File: src/rtl/wbq_pkg.sv
// Shared types and constants for the write-back queue.
// Entry layout is fixed at the register-file widths (5-bit address, 32-bit data).
package wbq_pkg;

  localparam int WBQ_AW       = 5;
  localparam int WBQ_DW       = 32;
  localparam int WBQ_REG_ZERO = 0;

  typedef struct packed {
    logic [WBQ_AW-1:0] addr;
    logic [WBQ_DW-1:0] data;
  } wb_entry_t;

endpackage

File: src/rtl/wbq_fwd_match.sv
// Youngest-first lookup of a register address over the pending queue entries
// and the register-file output register, so decode can pick up values that
// have not reached the register file yet.
module wbq_fwd_match
  import wbq_pkg::*;
#(
  parameter int DEPTH = 8,
  parameter int AW    = WBQ_AW,
  parameter int DW    = WBQ_DW,
  parameter int PW    = $clog2(DEPTH),
  parameter int CW    = $clog2(DEPTH) + 1
) (
  input  wb_entry_t         entries [DEPTH],
  input  logic [PW-1:0]     rptr,
  input  logic [CW-1:0]     count,
  input  logic              out_valid,
  input  logic [AW-1:0]     out_addr,
  input  logic [DW-1:0]     out_data,
  input  logic [AW-1:0]     lookup_addr,
  output logic              hit,
  output logic [DW-1:0]     data
);

  logic [PW-1:0] idx;

  // Walk oldest to youngest so a later (younger) match overrides earlier ones;
  // the output register is older than every queued entry, so it is seeded first.
  always_comb begin
    hit  = 1'b0;
    data = '0;
    idx  = '0;
    if (out_valid && out_addr == lookup_addr) begin
      hit  = 1'b1;
      data = out_data;
    end
    for (int i = 0; i < DEPTH; i++) begin
      idx = rptr + PW'(i);
      if (CW'(i) < count && entries[idx].addr == lookup_addr) begin
        hit  = 1'b1;
        data = entries[idx].data;
      end
    end
    if (lookup_addr == AW'(WBQ_REG_ZERO)) begin
      hit  = 1'b0;
      data = '0;
    end
  end

endmodule

File: src/rtl/wb_queue.sv
// Write-back queue: accepts up to two retiring results per cycle (slot 0 older),
// drops writes to register 0, and drains one entry per cycle onto the single
// register-file write port through a registered output stage.
// Optional feature macro WBQ_FWD_EN adds the fwd_addr/fwd_hit/fwd_data lookup port.
module wb_queue
  import wbq_pkg::*;
#(
  parameter int DEPTH = 8,
  parameter int DW    = WBQ_DW,
  parameter int AW    = WBQ_AW
) (
  input  logic                       clk,
  input  logic                       reset,
  input  logic                       in0_valid,
  input  logic [AW-1:0]              in0_addr,
  input  logic [DW-1:0]              in0_data,
  input  logic                       in1_valid,
  input  logic [AW-1:0]              in1_addr,
  input  logic [DW-1:0]              in1_data,
  output logic                       in_ready,
  output logic                       rf_write,
  output logic [AW-1:0]              rf_wr,
  output logic [DW-1:0]              rf_wd,
  output logic [$clog2(DEPTH):0]     count,
  output logic                       err_ovf
`ifdef WBQ_FWD_EN
  ,
  input  logic [AW-1:0]              fwd_addr,
  output logic                       fwd_hit,
  output logic [DW-1:0]              fwd_data
`endif
);

  localparam int PW = $clog2(DEPTH);
  localparam int CW = PW + 1;

  wb_entry_t     mem_q [DEPTH];
  wb_entry_t     mem_d [DEPTH];
  logic [PW-1:0] wptr_q, wptr_d;
  logic [PW-1:0] rptr_q, rptr_d;
  logic [CW-1:0] count_q, count_d;
  logic          rf_write_q, rf_write_d;
  logic [AW-1:0] rf_wr_q, rf_wr_d;
  logic [DW-1:0] rf_wd_q, rf_wd_d;
  logic          err_ovf_q, err_ovf_d;

  logic push0, push1, pop;

  assign in_ready = (count_q <= CW'(DEPTH - 2));
  assign push0    = in_ready && in0_valid && (in0_addr != AW'(WBQ_REG_ZERO));
  assign push1    = in_ready && in1_valid && (in1_addr != AW'(WBQ_REG_ZERO));
  assign pop      = (count_q != '0);

  assign rf_write = rf_write_q;
  assign rf_wr    = rf_wr_q;
  assign rf_wd    = rf_wd_q;
  assign count    = count_q;
  assign err_ovf  = err_ovf_q;

  // Next-state: enqueue accepted slots in order, move the head into the output register.
  always_comb begin
    mem_d      = mem_q;
    rf_wr_d    = rf_wr_q;
    rf_wd_d    = rf_wd_q;
    rptr_d     = rptr_q;
    rf_write_d = pop;
    if (push0) begin
      mem_d[wptr_q] = '{addr: in0_addr, data: in0_data};
    end
    if (push1) begin
      mem_d[wptr_q + PW'(push0)] = '{addr: in1_addr, data: in1_data};
    end
    wptr_d = wptr_q + PW'(push0) + PW'(push1);
    if (pop) begin
      rf_wr_d = mem_q[rptr_q].addr;
      rf_wd_d = mem_q[rptr_q].data;
      rptr_d  = rptr_q + PW'(1);
    end
    count_d   = count_q + CW'(push0) + CW'(push1) - CW'(pop);
    err_ovf_d = err_ovf_q | ((in0_valid | in1_valid) & ~in_ready);
  end

  // Control state and output register; reset drops everything pending.
  always_ff @(posedge clk) begin
    if (reset) begin
      wptr_q     <= '0;
      rptr_q     <= '0;
      count_q    <= '0;
      rf_write_q <= 1'b0;
      rf_wr_q    <= '0;
      rf_wd_q    <= '0;
      err_ovf_q  <= 1'b0;
    end else begin
      wptr_q     <= wptr_d;
      rptr_q     <= rptr_d;
      count_q    <= count_d;
      rf_write_q <= rf_write_d;
      rf_wr_q    <= rf_wr_d;
      rf_wd_q    <= rf_wd_d;
      err_ovf_q  <= err_ovf_d;
    end
  end

  // Entry storage needs no reset: only slots covered by count are ever read.
  always_ff @(posedge clk) begin
    mem_q <= mem_d;
  end

`ifdef WBQ_FWD_EN
  wbq_fwd_match #(
    .DEPTH (DEPTH),
    .AW    (AW),
    .DW    (DW)
  ) u_fwd_match (
    .entries     (mem_q),
    .rptr        (rptr_q),
    .count       (count_q),
    .out_valid   (rf_write_q),
    .out_addr    (rf_wr_q),
    .out_data    (rf_wd_q),
    .lookup_addr (fwd_addr),
    .hit         (fwd_hit),
    .data        (fwd_data)
  );
`endif

endmodule

File: config.mk
export PLATFORM = sky130hd
export DESIGN_NAME = wb_queue
export DESIGN_NICKNAME = d
export VERILOG_FILES = /design/src/rtl/wbq_pkg.sv /design/src/rtl/wbq_fwd_match.sv /design/src/rtl/wb_queue.sv
export SDC_FILE = /design/constraint.sdc
export NUM_CORES = 1
export LEC_CHECK = 0
export CORE_MARGIN = 2
export CORE_UTILIZATION = 50
export CTS_CLUSTER_DIAMETER = 150
export DETAILED_ROUTE_END_ITERATION = 8
export PLACE_DENSITY = 0.69
export SETUP_SLACK_MARGIN = 0.2
export SYNTH_ARGS = -nofsm -noshare
export SYNTH_HDL_FRONTEND = slang
export SYNTH_SLANG_ARGS = --single-unit
File: constraint.sdc
create_clock -name clk -period 4.6 [get_ports clk]
set_clock_uncertainty 0.2 [all_clocks]
set_input_delay 0.92 -clock clk [delete_from_list [all_inputs] [get_ports clk]]
set_output_delay 0.92 -clock clk [all_outputs]
set_load 0.1 [all_outputs]
==> flow_metrics.py <==
metrics = {
    "clock_tree": {
        "cts.clk_slew.worst_paths_ps": 60,
        "ctsHoldBuffers": 0,
        "cts.path.max_buffers": 3,
        "cts_tree": "built",
        "cts-resized-gates": 0,
        "cts_root_buf": "clkbuf_16",
        "h-tree-depth": 2,
        "cts_sinks": 345,
        "clkLatencyLatePin_ps": 540,
        "cts_buffers": 39,
        "post_cts_buffers": 0,
    },
    "outcome": {
        "status": "finished, final reports clean",
    },
    "worst_setup_path": {
        "crit_chain": "clkdlybuf4s50_1, or4_4, or2_4, nor2b_1, ha_1, ha_1, xnor2_1, o211ai_1, or2_1, buf_4, a31oi_1",
        "setup.worst_path.class": "in -> reg",
        "crit_family": "simple AND/OR/NAND/NOR gates",
        "critical_path.max_stage_delay_ps": 550,
        "crit_top_cell": "ha_1",
        "cpMaxStageDelayCell": "or4_4",
        "critPathBufInv": 2,
        "start_kind": "primary input",
        "crit_required_ps": 4840,
        "end_kind": "flip-flop",
        "path_max_fanout": 25,
        "crit_arrival_ps": 4170,
    },
    "route": {
        "routed_wl_mm": 63.2,
        "dr.pass1.iters": 6,
        "drt_iter0_drc": 2549,
        "ant_nets": 0,
        "drt-wirelength-per-cell_um": 24.8,
        "vias": 17800,
        "drcViolationCount": 0,
        "via_per_inst": 7.00,
    },
    "flow_run": {
        "drv_cap": 0,
    },
    "timing": {
        "fmax_mhz": 254,
        "totalNegativeSetupSlack_ps": 0,
        "layout_min_cycle_time_ps": 3930,
        "rsz0062_at_grt": "false",
        "finalSetupViolCount": 0,
        "setup_slack_ps": 669,
        "report.final.hold_viol_count": 0,
        "maxSlewHeadroom": 0.0237,
        "fin_crit_sh": 0.855,
        "worst-slew-pin-transition_ps": 1460,
        "slew_violations": 0,
    },
    "synth": {
        "synth.area.top_cells": "dfxtp_1 38%, a31oi_1 10%, mux4_2 9.3%",
        "synth_top_area_share": 0.384,
        "synth_top_cells_by_count": "345 x dfxtp_1, 298 x nor3_1, 296 x a31oi_1",
        "synth-main-ff-cell": "dfxtp_1",
        "ys_ff_latch": 345,
        "syn_nets": 2229,
        "yosysMostFrequentCell": "dfxtp_1",
        "yosysSeqAreaShare": 0.384,
        "async_flop_share": 0,
        "syn_area_per_cell_um2": 8.40,
        "synth_edf_count": 0,
        "yosysTopAreaCell": "dfxtp_1",
        "synth_cells": 2140,
        "ys_types": 39,
        "yosysWarnings": 0,
        "syn_area_um2": 18000,
    },
    "die": {
        "die_y_um": 194,
        "die-area_um2": 37500,
        "rows": 69,
        "die_width_um": 194,
        "start_util": 0.507,
        "ios": 122,
        "fp.coreArea_um2": 35500,
    },
    "hold_path": {
        "hp-class": "reg -> reg",
    },
    "finish": {
        "multi_input_area_um2": 9600,
        "drive_above_1_share": 0.118,
        "n_antenna_cell": 0,
        "fin_area_um2": 20300,
        "nets": 2146,
        "n_fill_cell": 3115,
        "seq_area_um2": 6920,
        "area_delta_synth_final_pct": 13.2,
    },
    "placement": {
        "placed_area_um2": 19100,
        "dp_hpwl_mm": 36.4,
        "port_buffers": 121,
        "place_ws_ps": 203,
        "place_congestion": 0.878,
    },
    "grt": {
        "antenna_found_initial": 0,
        "grt_max_degree": 257,
        "globalRouteOverflowTotal": 0,
        "grt_pass1_vias": 17100,
        "grtUsageTotal": 0.324,
        "grt_first_pass_wirelength_mm": 98.1,
    },
    "power": {
        "peakVddDrop_mv": 0.529,
        "power.density_nw_per_um2": 782,
        "p_leak_nw": 6.54,
    },
}
[power by group]
| part | internal [W] | switching (W) |
|---|---|---|
| registers | 0.00448 | 0.000913 |
| clock network | 0.00177 | 0.00125 |
| logic | 0.00278 | 0.00471 |
[cells in the final DEF (no fill, tap or decap), types with 9 or more instances in the layout]
master,count
o21ai_0,256
a211oi_1,37
nand3_1,256
buf_4,71
dfxtp_1,342
buf_12,13
clkbuf_8,9
nor3_1,298
a31oi_1,296
mux4_2,74
nand2_1,44
mux2i_1,37
clkbuf_16,41
clkbuf_1,13
clkdlybuf4s50_1,119
nor2_1,46
ha_1,9
o21ai_1,41
[cell type report]
cell class / count / area share
Multi-Input combinational cell: 1458 / 0.472
Sequential cell: 345 / 0.340
Timing Repair Buffer: 204 / 0.0978
Clock buffer: 63 / 0.0589
Tap cell: 461 / 0.0284
Inverter: 9 / 0.00166
Clock inverter: 5 / 0.00123
[metal layers]
| layer | part of all wire | GRT usage |
|---|---|---|
| met5 | 0 | 0 |
| met4 | 0.039 | 0.144 |
| met3 | 0.10 | 0.0570 |
| met2 | 0.46 | 0.522 |
| met1 | 0.39 | 0.426 |
[tightest hold or removal path, cell delays in order, from the launching register on]
cell     delay, ps
dfxtp_1        320
inv_1           50
a21oi_1         50
[final timing paths]
kind / from / endpoint / slack, ps / depth (start not counted)
max: in0_addr[1] / mem_q[169]$_DFF_P_ / 670 / 11
min: err_ovf$_SDFF_PP0_ / err_ovf$_SDFF_PP0_ / 270 / 2
min reg2reg: err_ovf$_SDFF_PP0_ / err_ovf$_SDFF_PP0_ / 270 / 2
max reg2reg: count[3]$_SDFF_PP0_ / mem_q[112]$_DFF_P_ / 1040 / 12
[flip-flops by register name, indices dropped and copies added, names as in the netlist]
name      cells
err_ovf       1
rf_wr         5
mem_q       296
wptr_q        3
rptr_q        3
count         4
rf_wd        32
rf_write      1
[metrics by stage]
| step | util | power, W | cells | hold slack, ps |
|---|---|---|---|---|
| after detailed placement | 0.539 | 0.0128 | 2477 | 265 |
| final | 0.573 | 0.0159 | 2545 | 269 |
| after global placement | 0.539 | 0.0125 | 2477 | 271 |
| after floorplan | - | 0.0107 | 2140 | 259 |
| after CTS | 0.573 | 0.0158 | 2545 | 275 |
| after global routing | 0.573 | 0.0166 | 2545 | 303 |
[kinds of logic (layout without fill, tap and decap cells)]
logic type	count (synthesis)	count (layout)	synth area share
muxes	111	111	0.113
and+or+nand+nor	680	680	0.189
xor gates and xnor gates	8	8	0.00390
DFF	345	345	0.384
buffers and inverters	337	281	0.0890
AOI/OAI and AO/OA	648	648	0.212
adders and majority gates	11	11	0.00849
No activity file was read; power rests on OpenSTA's default activity.
